File: src/rtl/spi_pwm_pkg.sv
// Shared constants and types for the SPI-controlled PWM array.
// Readback is enabled by defining SPI_PWM_READBACK_EN.
package spi_pwm_pkg;

    localparam int FRAME_W = 16;

    localparam logic [6:0] ADDR_OUT_EN_LO = 7'h00;
    localparam logic [6:0] ADDR_OUT_EN_HI = 7'h01;
    localparam logic [6:0] ADDR_PWM_EN_LO = 7'h02;
    localparam logic [6:0] ADDR_PWM_EN_HI = 7'h03;
    localparam logic [6:0] ADDR_PRESCALE  = 7'h04;
    localparam logic [6:0] ADDR_DUTY_BASE = 7'h10;

    typedef enum logic [1:0] {
        ST_IDLE,
        ST_SHIFT,
        ST_COMMIT
    } rx_state_t;

endpackage

File: src/rtl/spi_frame_rx.sv
// SPI mode-0 frame receiver: synchronisers, edge detect, frame FSM.
// Presents the decoded write and the read address for readback.
module spi_frame_rx
    import spi_pwm_pkg::*;
#(
    parameter int SYNC_STAGES = 2
) (
    input  logic       i_clk,
    input  logic       i_rst,
    input  logic       i_sclk,
    input  logic       i_copi,
    input  logic       i_cs_n,
    output logic [6:0] o_addr,
    output logic [7:0] o_data,
    output logic       o_we,
    output logic       o_err,
    output logic [6:0] o_rd_addr,
    output logic       o_rd_start,
    output logic       o_sclk_fall,
    output logic       o_busy
);

    logic [SYNC_STAGES-1:0] r_sclk_s;
    logic [SYNC_STAGES-1:0] r_copi_s;
    logic [SYNC_STAGES-1:0] r_cs_s;
    logic                   r_sclk_d;
    logic                   r_cs_d;
    rx_state_t              r_state;
    logic [4:0]             r_cnt;
    logic [15:0]            r_shift;
    logic                   r_we;
    logic                   r_err;
    logic                   r_rd_start;

    logic w_sclk;
    logic w_cs;
    logic w_sclk_rise;
    logic w_cs_fall;
    logic w_cs_rise;

    assign w_sclk      = r_sclk_s[SYNC_STAGES-1];
    assign w_cs        = r_cs_s[SYNC_STAGES-1];
    assign w_sclk_rise = w_sclk & ~r_sclk_d;
    assign w_cs_fall   = ~w_cs & r_cs_d;
    assign w_cs_rise   = w_cs & ~r_cs_d;

    // Sync flops reset low so a frame in flight at reset never looks like a fresh cs_n fall.
    always_ff @(posedge i_clk) begin
        if (i_rst) begin
            r_sclk_s   <= '0;
            r_copi_s   <= '0;
            r_cs_s     <= '0;
            r_sclk_d   <= 1'b0;
            r_cs_d     <= 1'b0;
            r_state    <= ST_IDLE;
            r_cnt      <= '0;
            r_shift    <= '0;
            r_we       <= 1'b0;
            r_err      <= 1'b0;
            r_rd_start <= 1'b0;
        end else begin
            r_sclk_s   <= {r_sclk_s[SYNC_STAGES-2:0], i_sclk};
            r_copi_s   <= {r_copi_s[SYNC_STAGES-2:0], i_copi};
            r_cs_s     <= {r_cs_s[SYNC_STAGES-2:0], i_cs_n};
            r_sclk_d   <= w_sclk;
            r_cs_d     <= w_cs;
            r_we       <= 1'b0;
            r_err      <= 1'b0;
            r_rd_start <= 1'b0;
            case (r_state)
                ST_IDLE: begin
                    if (w_cs_fall) begin
                        r_state <= ST_SHIFT;
                        r_cnt   <= '0;
                    end
                end
                ST_SHIFT: begin
                    if (w_cs_rise) begin
                        r_state <= ST_COMMIT;
                        r_we    <= (r_cnt == 5'(FRAME_W)) & r_shift[15];
                        r_err   <= (r_cnt != 5'(FRAME_W));
                    end else if (w_sclk_rise && r_cnt != 5'(FRAME_W)) begin
                        r_shift    <= {r_shift[14:0], r_copi_s[SYNC_STAGES-1]};
                        r_cnt      <= r_cnt + 5'd1;
                        r_rd_start <= (r_cnt == 5'd7) & ~r_shift[6];
                    end
                end
                ST_COMMIT: begin
                    r_state <= w_cs_fall ? ST_SHIFT : ST_IDLE;
                    r_cnt   <= '0;
                end
                default: r_state <= ST_IDLE;
            endcase
        end
    end

    assign o_addr      = r_shift[14:8];
    assign o_data      = r_shift[7:0];
    assign o_we        = r_we;
    assign o_err       = r_err;
    assign o_rd_addr   = r_shift[6:0];
    assign o_rd_start  = r_rd_start;
    assign o_sclk_fall = ~w_sclk & r_sclk_d;
    assign o_busy      = (r_state == ST_SHIFT);

endmodule

File: src/rtl/spi_pwm_array.sv
// SPI-programmed PWM array with prescaled 8-bit counter and shadowed duties.
// Define SPI_PWM_READBACK_EN to enable register readback on cipo.
module spi_pwm_array
    import spi_pwm_pkg::*;
#(
    parameter int NUM_CH      = 16,
    parameter int SYNC_STAGES = 2
) (
    input  logic              clk,
    input  logic              rst,
    input  logic              sclk,
    input  logic              copi,
    input  logic              cs_n,
    output logic              cipo,
    output logic [NUM_CH-1:0] out,
    output logic              frame_err
);

    localparam logic [15:0] CH_MASK  = 16'((32'd1 << NUM_CH) - 1);
    localparam logic [7:0]  DUTY_END = 8'(16 + NUM_CH);

    logic [6:0] w_addr;
    logic [7:0] w_data;
    logic       w_we;
    logic       w_err;
    logic [6:0] w_rd_addr;
    logic       w_rd_start;
    logic       w_sclk_fall;
    logic       w_busy;
    logic       w_duty_hit;
    logic       w_tick;

    logic [15:0]       r_out_en;
    logic [15:0]       r_pwm_en;
    logic [7:0]        r_prescale;
    logic [7:0]        r_pre_act;
    logic [7:0]        r_pre_cnt;
    logic [7:0]        r_cnt;
    logic [7:0]        r_duty   [NUM_CH];
    logic [7:0]        r_shadow [NUM_CH];
    logic [NUM_CH-1:0] w_pwm;
    logic [NUM_CH-1:0] r_out;

    spi_frame_rx #(
        .SYNC_STAGES(SYNC_STAGES)
    ) u_rx (
        .i_clk      (clk),
        .i_rst      (rst),
        .i_sclk     (sclk),
        .i_copi     (copi),
        .i_cs_n     (cs_n),
        .o_addr     (w_addr),
        .o_data     (w_data),
        .o_we       (w_we),
        .o_err      (w_err),
        .o_rd_addr  (w_rd_addr),
        .o_rd_start (w_rd_start),
        .o_sclk_fall(w_sclk_fall),
        .o_busy     (w_busy)
    );

    assign w_duty_hit = (w_addr >= ADDR_DUTY_BASE) && ({1'b0, w_addr} < DUTY_END);
    assign w_tick     = (r_pre_cnt == r_pre_act);

    always_ff @(posedge clk) begin
        if (rst) begin
            r_out_en   <= '0;
            r_pwm_en   <= '0;
            r_prescale <= '0;
            for (int i = 0; i < NUM_CH; i++) r_duty[i] <= '0;
        end else if (w_we) begin
            case (w_addr)
                ADDR_OUT_EN_LO: r_out_en[7:0]  <= w_data & CH_MASK[7:0];
                ADDR_OUT_EN_HI: r_out_en[15:8] <= w_data & CH_MASK[15:8];
                ADDR_PWM_EN_LO: r_pwm_en[7:0]  <= w_data & CH_MASK[7:0];
                ADDR_PWM_EN_HI: r_pwm_en[15:8] <= w_data & CH_MASK[15:8];
                ADDR_PRESCALE:  r_prescale     <= w_data;
                default: if (w_duty_hit) r_duty[w_addr[3:0]] <= w_data;
            endcase
        end
    end

    // Prescale reload happens on the tick so a new value starts a clean interval.
    always_ff @(posedge clk) begin
        if (rst) begin
            r_pre_cnt <= '0;
            r_pre_act <= '0;
            r_cnt     <= '0;
            for (int i = 0; i < NUM_CH; i++) r_shadow[i] <= '0;
        end else if (w_tick) begin
            r_pre_cnt <= '0;
            r_pre_act <= r_prescale;
            r_cnt     <= r_cnt + 8'd1;
            if (r_cnt == 8'hFF) begin
                for (int i = 0; i < NUM_CH; i++) r_shadow[i] <= r_duty[i];
            end
        end else begin
            r_pre_cnt <= r_pre_cnt + 8'd1;
        end
    end

    always_comb begin
        w_pwm = '0;
        for (int i = 0; i < NUM_CH; i++) begin
            w_pwm[i] = (r_shadow[i] == 8'hFF) || (r_cnt < r_shadow[i]);
        end
    end

    always_ff @(posedge clk) begin
        if (rst) r_out <= '0;
        else     r_out <= r_out_en[NUM_CH-1:0] & (~r_pwm_en[NUM_CH-1:0] | w_pwm);
    end

    assign out       = r_out;
    assign frame_err = w_err;

`ifdef SPI_PWM_READBACK_EN
    logic [7:0] w_rd_data;
    logic       w_rd_hit;
    logic [7:0] r_rd_sh;
    logic       r_rd_act;
    logic       r_cipo;

    assign w_rd_hit = (w_rd_addr >= ADDR_DUTY_BASE) && ({1'b0, w_rd_addr} < DUTY_END);

    always_comb begin
        w_rd_data = '0;
        case (w_rd_addr)
            ADDR_OUT_EN_LO: w_rd_data = r_out_en[7:0];
            ADDR_OUT_EN_HI: w_rd_data = r_out_en[15:8];
            ADDR_PWM_EN_LO: w_rd_data = r_pwm_en[7:0];
            ADDR_PWM_EN_HI: w_rd_data = r_pwm_en[15:8];
            ADDR_PRESCALE:  w_rd_data = r_prescale;
            default: if (w_rd_hit) w_rd_data = r_duty[w_rd_addr[3:0]];
        endcase
    end

    always_ff @(posedge clk) begin
        if (rst) begin
            r_rd_sh  <= '0;
            r_rd_act <= 1'b0;
            r_cipo   <= 1'b0;
        end else if (!w_busy) begin
            r_rd_act <= 1'b0;
            r_cipo   <= 1'b0;
        end else if (w_rd_start) begin
            r_rd_sh  <= w_rd_data;
            r_rd_act <= 1'b1;
        end else if (r_rd_act && w_sclk_fall) begin
            r_cipo  <= r_rd_sh[7];
            r_rd_sh <= {r_rd_sh[6:0], 1'b0};
        end
    end

    assign cipo = r_cipo;
`else
    logic w_unused;
    assign w_unused = ^{w_rd_addr, w_rd_start, w_sclk_fall, w_busy};
    assign cipo     = 1'b0;
`endif

endmodule

File: config.mk
export PLATFORM = sky130hd
export DESIGN_NAME = spi_pwm_array
export DESIGN_NICKNAME = d
export VERILOG_FILES = /design/src/rtl/spi_pwm_pkg.sv /design/src/rtl/spi_frame_rx.sv /design/src/rtl/spi_pwm_array.sv
export SDC_FILE = /design/constraint.sdc
export NUM_CORES = 1
export LEC_CHECK = 0
export ABC_AREA = 1
export BUFFER_PORTS_ARGS = -buffer_cell sky130_fd_sc_hd__buf_4
export CAP_MARGIN = 10
export CORE_ASPECT_RATIO = 0.8
export CORE_MARGIN = 5
export CORE_UTILIZATION = 30
export DETAILED_ROUTE_END_ITERATION = 6
export PLACE_DENSITY = 0.43
export SYNTH_ARGS = -nofsm -noshare
export SYNTH_HDL_FRONTEND = slang
export SYNTH_HIERARCHICAL = 1
export SYNTH_SLANG_ARGS = --single-unit
File: constraint.sdc
create_clock -name clk -period 5.2 [get_ports clk]
set_clock_uncertainty 0.2 [all_clocks]
set_input_delay 0.52 -clock clk [delete_from_list [all_inputs] [get_ports clk]]
set_output_delay 0.52 -clock clk [all_outputs]
set_load 0.01 [all_outputs]
* After elaboration in Yosys (flattened, before gate mapping)
Memory sizes are Yosys's and may differ from the RTL's.
Index checks and enable logic that the tools add are counted.
** Storage, ports and cells
- Bits of input ports :: 5
- Logic and storage cells :: 171
- Output and inout bits :: 18
- Memories kept :: 2
- Register bits :: 113
- Memory bits (writable) :: 256
** Memory list
- r_duty :: depth 16, bits a word 8, rd ports 16, clocked after Yosys merged registers in 0, wr ports 16, RTL line spi_pwm_array.sv:39 : logic [7:0] r_duty [NUM_CH];
- r_shadow :: depth 16, bits a word 8, rd ports 16, clocked after Yosys merged registers in 0, wr ports 16, RTL line spi_pwm_array.sv:40 : logic [7:0] r_shadow [NUM_CH];
** Operators by class
- Eq/ne operators :: 30
- Add/sub/neg operators :: 3
- Magnitude comparators :: 18
- Bitwise operators :: 28
- Reduce and logical (&&, ||, !) cells :: 33
- Muxes and demuxes :: 38
** Operators by type and width (count)
- equality test 8 bit (second input constant) :: 17
- 2-to-1 mux 8 bit :: 17
- < comparator 8 bit :: 16
- adder 8 x 1 -> 8 bit (second input constant) :: 2
- AND 16 bit :: 1
- logical OR 1 bit :: 16
- inverter 16 bit :: 1
- bitwise OR 1 bit :: 16
- bitwise OR 16 bit :: 1
- 2-to-1 mux 5 bit :: 3
- case mux 5 bit (3 select lines) :: 1
- equality test 7 x 2 -> 1 bit (second input constant) :: 2
- 2-to-1 mux 1 bit :: 13
- AND reduction 2 bit :: 6
- equality test 8 bit :: 1
- OR reduction 8 bit :: 1
- equality test 7 x 1 -> 1 bit (second input constant) :: 1
- equality test 7 x 3 -> 1 bit (second input constant) :: 1
- >= comparator 7 x 5 -> 1 bit (second input constant) :: 1
- zero test 7 bit :: 1
- < comparator 7 x 6 -> 1 bit (second input constant) :: 1
- inequality test 2 bit (second input constant) :: 3
- case mux 2 bit (3 select lines) :: 1
- adder 5 x 1 -> 5 bit (second input constant) :: 1
- 17 further kinds :: 26

* Logic depth before layout (Yosys ltp)
Gate-level depths: netlist of run 1.
- Depth after elaboration :: 9
- Mapped depth :: 11
- Mapped depth without buffers :: 11

* Hierarchy
Netlist of run 1, hierarchy kept.
** By module, submodules not included
- spi_pwm_array :: instances 1, area an instance 16131.7 sq um, sequential area each 9288.9 sq um, cells each 1677
- spi_frame_rx :: instances 1, area an instance 1514.0 sq um, sequential area each 680.7 sq um, cells each 198

* Least setup slack after synthesis of run 1
Ideal clock, no wire load.
- Path kind :: reg-to-reg
- From :: register r_cnt[1] (netlist name)
- To :: memory r_shadow[0][0], enable pin
- Cell stages (with the launch flop) :: 6
- Path slack :: 347 ps
- Arrival time :: 4161 ps
- Setup time :: 492 ps
- Path buffers :: 0
- Period minus slack after synthesis :: 4853 ps
- Required time :: 4508 ps
- Path through :: dfxtp_1 > ha_1 > nand3_1 > nor2_1 > nand2_1 > nand2_1
** RTL lines (RTL line)
- end, declared :: spi_pwm_array.sv:40

==> flow_metrics.tcl, run 1 <==
set metrics [dict create \
    cts_num_sinks 369 \
    worstMarginPinSlew_ns 0.711 \
    syn_nets 1984 \
    syn_avg_cell_area_um2 9.42 \
    drc 0 \
    post_cts_resized 0 \
    routedWlPerCell_um 15.4 \
    maxSlewViolCount 0 \
    finalInstanceArea_um2 19900 \
    ios 23 \
    grt_usage_pct 13.1 \
    syn_to_final_growth_pct 13.1 \
    min_from "rst" \
    p_leak_nw 8.53 \
    whs_path_depth 2 \
    fmax_mhz 334 \
    rows 79 \
    placed_area_um2 18400 \
    cts_buffer_depth 3 \
    power.density_nw_per_um2 331 \
    vdd_drop_max_uv 205 \
    grtUsageMet3_pct 2.09 \
    status "finished clean" \
    path_class "register to register" \
    drive_above_1_share_pct 8.66 \
    grt_first_pass_wirelength_um 64700 \
    via_per_inst 4.27 \
    endpoint_kind "register" \
    fillers 5895 \
    port_buffers 21 \
    die_x_um 280 \
    slew_headroom_pct 52.5 \
    grt_antenna_before_repair 0 \
    critical_path_arrival_ns 2.97 \
    setup_violations 0 \
    dr.pass1.iters 7 \
    tritoncts "yes" \
    dp_hpwl_um 25900 \
    tns_ns 0 \
    fin_crit_sh_pct 57.5 \
    grt_use_met1_pct 19.3 \
    htree_levels 2 \
    synth_cells 1863 \
    cp_max_fo 80 \
    synth.cell_area_um2 17600 \
    top_usage_layer "met2" \
    diodes 0 \
    wl_um 41200 \
    hold_class "input pin to register" \
    gr-total-overflow 0 \
    crit_required_ns 5.18 \
    yosysWarnings 6 \
    min_period_ns 2.99 \
    grt_use_met2_pct 20.6 \
    cts_buffers 41 \
    gp_congestion 0.739 \
    root_buffer "clkbuf_16" \
    grt_max_degree 81 \
    clk_latency_ns 0.54 \
    path_clk_slew_ns 0.06 \
    cap_violations 0 \
    start_util_pct 30.3 \
    critPathLaunchType "register" \
    final_common_cell "nor2_1" \
    rsz0062_at_grt "no" \
    coreArea_um2 58000 \
    vias 11500 \
    final_hold_viol_count 0 \
    r2r_cells 9 \
    critPathLaunch "r_pre_cnt[0]" \
    die_area_um2 63500 \
    ant_nets 0 \
    final_nets 2005 \
    die_h_um 226 \
    grt_pass1_vias 11300 \
    drtIter0Drc 698 \
    final_cell_mix "nor2_1, inv_1, nand2_1" \
    r2r-start "r_pre_cnt[0]" \
]
[routing by layer]
metal / part of all wire, % / vias to the layer above
met5: 0 / -
met4: 1.7 / 0
met3: 3.7 / 56
met2: 43 / 150
met1: 51 / 5274
li1: - / 5975
[worst paths after layout]
| check | to | slack, ns |
|---|---|---|
| worst max-delay path | r_shadow[0][96] | 2.21 |
| worst min-delay path | u_rx/r_cs_d | 0.18 |
| worst max register to register | r_shadow[0][96] | 2.21 |
| worst min register to register | u_rx/r_sclk_s[1] | 0.21 |
[worst max-delay path, stage by stage (launching register included)]
cell	delay [ns]
dfxtp_1	0.40
nand2_1	0.07
nand2_1	0.06
nand2_1	0.13
nor2_4	0.27
nand2_2	0.16
inv_2	0.22
nand2_1	0.12
nand2_4	0.49
buf_12	0.47
[final cells by class]
cell class	count	area (µm²)	area share, %
clock buffers	56	1180	5.94
clock inverters	19	229	1.15
inverters	343	1290	6.50
multi-input cells	1084	5890	29.6
flip-flops and latches	369	9950	50.1
well taps	769	962	4.85
repair buffers	45	358	1.80
[per-stage QoR]
step | utilization [%] | std cells | setup WS, ns | hold slack (ns) | power (mW)
final | 34.2 | 2685 | 2.21 | 0.180 | 6.58
after floorplan | - | 1863 | 0.347 | 0.188 | 3.53
after detailed placement | 31.7 | 2607 | 1.96 | 0.203 | 3.63
after CTS | 34.2 | 2685 | 2.14 | 0.180 | 6.69
after global placement | 31.7 | 2607 | 1.99 | 0.200 | 3.62
after global routing | 34.2 | 2685 | 1.92 | 0.185 | 6.87
[flip-flops by register name (all words and copies together), names as in the netlist, 5 cells and up]
name          cells
u_rx/r_cnt        5
out              16
r_prescale        8
r_pwm_en         16
r_out_en         16
r_shadow        128
r_pre_act         8
u_rx/r_shift     16
r_cnt             8
r_duty          128
r_pre_cnt         8
[where the power goes]
| part | total (mW) | internal (mW) | switching, mW |
|---|---|---|---|
| combinational | 0.304 | 0.0935 | 0.211 |
| sequential | 3.26 | 3.22 | 0.0385 |
| clock | 3.02 | 1.84 | 1.18 |
[what timing repair did]
action | 4_1_cts | 5_1_grt
buffers inserted | 0 | 0
endpoints found under the setup margin | 0 | 0
hold buffers | 3 | 0
endpoints found under the hold margin | 3 | 0
(Power assumes the default switching activity.)
==> run 2, diff against run 1 <==
==> constraint.sdc (replaced) <==
create_clock -name clk -period 2.7 [get_ports clk]
set_clock_uncertainty 0.2 [all_clocks]
set_input_delay 0.27 -clock clk [delete_from_list [all_inputs] [get_ports clk]]
set_output_delay 0.27 -clock clk [all_outputs]
set_load 0.01 [all_outputs]
==> flow_metrics.tcl, run 2 (synthesis gave the netlist of run 1 again) <==
set metrics [dict create \
    via_per_inst 4.30 \
    wl_um 42000 \
    dp.cells 2619 \
    worstMarginPinSlew_ns 0.667 \
    cts_buffer_depth 3 \
    rows 79 \
    crit_slowest_cell "nand4_4" \
    cp_slowest_stage_delay_ns 0.49 \
    grt_usage_pct 13.4 \
    path_cells "ha_1 > nand3_1 > nor2_1 > nand4_4 > buf_4 > nor2_1" \
    highest_layer "met4" \
    routedWlPerCell_um 15.6 \
    grt_max_degree 62 \
    critPathTopFamily "simple AND/OR/NAND/NOR gates" \
    whs_path_depth 2 \
    ff2ff_setup_slack_ns 0.29 \
    cts_setup_buffers 0 \
    dr.pass1.iters 5 \
    syn_to_final_growth_pct 14.1 \
    root_buffer "clkbuf_16" \
    port_buffers 21 \
    tritoncts "yes" \
    critPathLaunchType "register" \
    path_clk_slew_ns 0.06 \
    start_util_pct 30.3 \
    cts_buffers 41 \
    final_cell_mix "nor2_1, inv_1, nand2_1" \
    maxSlewViolCount 0 \
    clk_latency_ns 0.54 \
    r2r-start "r_cnt[0]" \
    drive_above_1_share_pct 9.06 \
    drc 0 \
    die_area_um2 63500 \
    cts_num_sinks 369 \
    drtIter0Drc 698 \
    finalInstanceArea_um2 20000 \
    critPathMostFrequentCell "nor2_1" \
    path_class "register to register" \
    ant_nets 0 \
    status "finished clean" \
    fmax_mhz 415 \
    worstReg2RegEnd "r_shadow[0][15]" \
    vdd_drop_max_uv 417 \
    critPathBufInv 1 \
    crit_required_ns 2.88 \
    die_x_um 280 \
    p_leak_nw 8.62 \
    critical_path_arrival_ns 2.59 \
    grt_pass1_vias 11700 \
    wl_met3_um 1520 \
    power.density_nw_per_um2 624 \
    r2r_cells 6 \
    final_nets 2021 \
    grt_first_pass_wirelength_um 66700 \
    fillers 5878 \
    dp_hpwl_um 26600 \
    rsz0062_at_grt "no" \
    min_period_ns 2.41 \
    endpoint_kind "register" \
    gp_congestion 0.736 \
    cp_max_fo 34 \
    hold_end "u_rx/r_cs_s[1]" \
    path_depth 6 \
    final_hold_viol_count 0 \
    met2_length_um 18500 \
    slew_headroom_pct 55.5 \
    htree_levels 2 \
    wl_met1_um 21200 \
    vias 11600 \
    ios 23 \
    grt_antenna_before_repair 0 \
    hold_class "register to register" \
    coreArea_um2 58000 \
    die_h_um 226 \
    fin_crit_sh_pct 89.3 \
    gr-total-overflow 0 \
    biggestRegsByFlops "r_duty: 128 flops, r_shadow: 128 flops" \
    cap_violations 0 \
    placed_area_um2 18600 \
    final_common_cell "nor2_1" \
    tns_ns 0 \
    min_from "u_rx/r_cs_s[0]" \
    setup_violations 0 \
    final_cells 2701 \
    diodes 0 \
]
run 2: area by class of cell:
class / instances / area, µm² / area share, %
multi-input cells: 1084 / 5890 / 29.4
clock inverters: 12 / 154 / 0.769
repair buffers: 61 / 588 / 2.94
flip-flops and latches: 369 / 9950 / 49.7
inverters: 343 / 1290 / 6.44
clock buffers: 63 / 1180 / 5.91
well taps: 769 / 962 / 4.81
run 2: worst reg2reg max path, stage by stage, from the launching register on:
cell     delay [ns]
dfxtp_1        0.40
ha_1           0.24
nand3_1        0.13
nor2_1         0.25
nand4_4        0.49
buf_4          0.40
nor2_1         0.14
run 2: timing repair:
item                                    4_1_cts  5_1_grt
endpoints found under the setup margin        0        0
gates resized for setup                       0        0
hold buffers                                  7        0
endpoints found under the hold margin         5        0
run 2: per-layer routing:
| layer | track usage [%] | vias up |
|---|---|---|
| met5 | 0 | - |
| li1 | - | 6010 |
| met3 | 2.08 | 55 |
| met4 | 2.92 | 0 |
| met2 | 21.6 | 161 |
| met1 | 19.3 | 5385 |
run 2: per-stage QoR:
step	setup WS (ns)	power [mW]	util, %	hold slack, ns
after floorplan	0.0710	6.79	-	0.162
final	0.290	12.5	34.5	0.199
after detailed placement	0.303	7.02	32.1	0.196
after CTS	0.283	12.7	34.5	0.204
after global routing	0.103	13.0	34.5	0.237
after global placement	0.331	7.00	32.1	0.192
run 2: worst max path at each step:
stage,start,end,slack [ns]
4_1_cts,r_cnt[0],r_shadow[0][7],0.28
5_1_grt,r_cnt[0],r_shadow[0][7],0.10
2_1_floorplan,r_cnt[1],r_shadow[0][0],0.07
6_report,r_cnt[0],r_shadow[0][15],0.29
3_5_place_dp,r_cnt[0],r_shadow[0][15],0.30
3_3_place_gp,r_pre_cnt[0],r_shadow[0][60],0.33
run 2: power by group:
| part | internal (mW) | switching, mW | total (mW) |
|---|---|---|---|
| logic | 0.198 | 0.416 | 0.614 |
| registers | 6.20 | 0.0751 | 6.27 |
| clock network | 3.32 | 2.29 | 5.61 |
| total | 9.71 | 2.78 | 12.5 |
==> run 3, diff against run 2 <==
--- a/config.mk
+++ b/config.mk
@@ -5,12 +5,13 @@
 export SDC_FILE = /design/constraint.sdc
 export NUM_CORES = 1
 export LEC_CHECK = 0
-export ABC_AREA = 1
+export ABC_AREA = 0
 export BUFFER_PORTS_ARGS = -buffer_cell sky130_fd_sc_hd__buf_4
 export CAP_MARGIN = 10
 export CORE_ASPECT_RATIO = 0.8
 export CORE_MARGIN = 5
 export CORE_UTILIZATION = 30
+export CTS_CLUSTER_DIAMETER = 50
 export DETAILED_ROUTE_END_ITERATION = 6
 export PLACE_DENSITY = 0.43
 export SYNTH_ARGS = -nofsm -noshare
==> flow_metrics.tcl, run 3 <==
set metrics [dict create \
    status "finished clean" \
    multi_input_area_um2 6470 \
    ant_nets 0 \
    dp.cells 2254 \
    hold_class "input pin to register" \
    drive_above_1_share_pct 11.2 \
    port_buffers 21 \
    path_class "register to register" \
    critPathLaunchType "register" \
    critPathTopFamily "simple AND/OR/NAND/NOR gates" \
    final_nets 1668 \
    htree_levels 2 \
    fmax_mhz 402 \
    placed_area_um2 18500 \
    r2r_cells 6 \
    cp_max_fo 8 \
    yosysWarnings 6 \
    root_buffer "clkbuf_16" \
    cts_buffers 48 \
    critPathBufInv 1 \
    grt_max_degree 137 \
    final_hold_viol_count 0 \
    drtIter0Drc 494 \
    gp_congestion 0.726 \
    syn_avg_cell_area_um2 11.6 \
    path_clk_slew_ns 0.06 \
    vdd_drop_max_uv 389 \
    coreArea_um2 56700 \
    setup_violations 0 \
    grt_pass1_vias 10300 \
    worstMarginPinSlew_ns 0.800 \
    via_per_inst 4.39 \
    fillers 5573 \
    seq_area_um2 9960 \
    path_depth 6 \
    syn_nets 1607 \
    tritoncts "yes" \
    cap_violations 0 \
    rsz0062_at_grt "no" \
    slew_headroom_pct 46.6 \
    synth_cells 1486 \
    final_util_pct 35.5 \
    pre_cts_ws_ns 0.119 \
    vias 10300 \
    finalInstanceArea_um2 20200 \
    gr-total-overflow 0 \
    die_area_um2 62200 \
    crit_slowest_cell "or3b_1" \
    start_util_pct 30.3 \
    die_h_um 224 \
    hold_slack_ns 0.0372 \
    crit_required_ns 2.73 \
    clk_latency_ns 0.58 \
    p_leak_nw 8.18 \
    cp_slowest_stage_delay_ns 0.44 \
    min_period_ns 2.49 \
    whs_path_depth 3 \
    critical_path_arrival_ns 2.52 \
    dp_hpwl_um 25400 \
    synth.cell_area_um2 17200 \
    grt_first_pass_wirelength_um 63200 \
    syn_to_final_growth_pct 17.3 \
    fin_crit_sh_pct 92.2 \
    endpoint_kind "register" \
    ios 23 \
    final_common_cell "edfxtp_1" \
    setup_slack_ns 0.211 \
    tns_ns 0 \
    path_cells "or3b_1 > nor3b_2 > buf_4 > nand3_1 > nor2_1 > or2_1" \
    rows 78 \
    final_cells 2348 \
    maxSlewViolCount 0 \
    drc 0 \
    dr.pass1.iters 5 \
    cts_buffer_depth 3 \
    total_power_mw 13.2 \
    cts_setup_buffers 0 \
    grt_antenna_before_repair 2 \
    cts_num_sinks 369 \
    die_x_um 278 \
    wl_um 40900 \
    power.density_nw_per_um2 653 \
    grt_usage_pct 13.2 \
    routedWlPerCell_um 17.4 \
    final_cell_mix "edfxtp_1, and2_1, inv_1, ha_1, nor2b_1" \
    biggestRegsByFlops "r_duty: 128 flops, r_shadow: 128 flops" \
]
[run 3: timing repair]
item                                   CTS  global route
resized for setup                        0             1
hold buffers                             3             0
endpoints found under the hold margin    3             0
setup endpoints to repair                0             8
[run 3: metal layers]
layer	up-vias	part of all wire, %	track usage [%]
li1	5253	-	-
met1	4858	51	19.2
met2	136	44	20.5
met3	56	3.3	2.24
met4	0	1.9	3.38
met5	-	0	0
[run 3: worst paths after layout]
| path | start | endpoint | slack [ns] |
|---|---|---|---|
| worst max-delay path | u_rx/r_shift[13] | r_duty[14][5] | 0.21 |
| worst min-delay path | rst | u_rx/r_state[0] | 0.04 |
| worst max register to register | u_rx/r_shift[13] | r_duty[14][5] | 0.21 |
| worst min register to register | u_rx/r_sclk_s[0] | u_rx/r_sclk_s[1] | 0.25 |
[run 3: report_power, final]
group / internal [mW] / switching, mW
Clock: 3.92 / 2.56
Sequential: 6.19 / 0.0641
Combinational: 0.170 / 0.271
Total: 10.3 / 2.89
[run 3: cell type report]
cell class	instances	share of cell area (%)
tap	760	4.72
clock buffer	57	6.38
clock inverter	33	1.69
multi-input combinational	932	32.1
inverter	116	2.16
antenna	1	0.0124
sequential	369	49.4
timing repair buffer	80	3.53
[run 3: tightest hold or removal path: cells and delay by family]
| kind | cells | cell delay, ns |
|---|---|---|
| and+or+nand+nor | 1 | 0.13 |
| buffers and inverters | 2 | 0.37 |
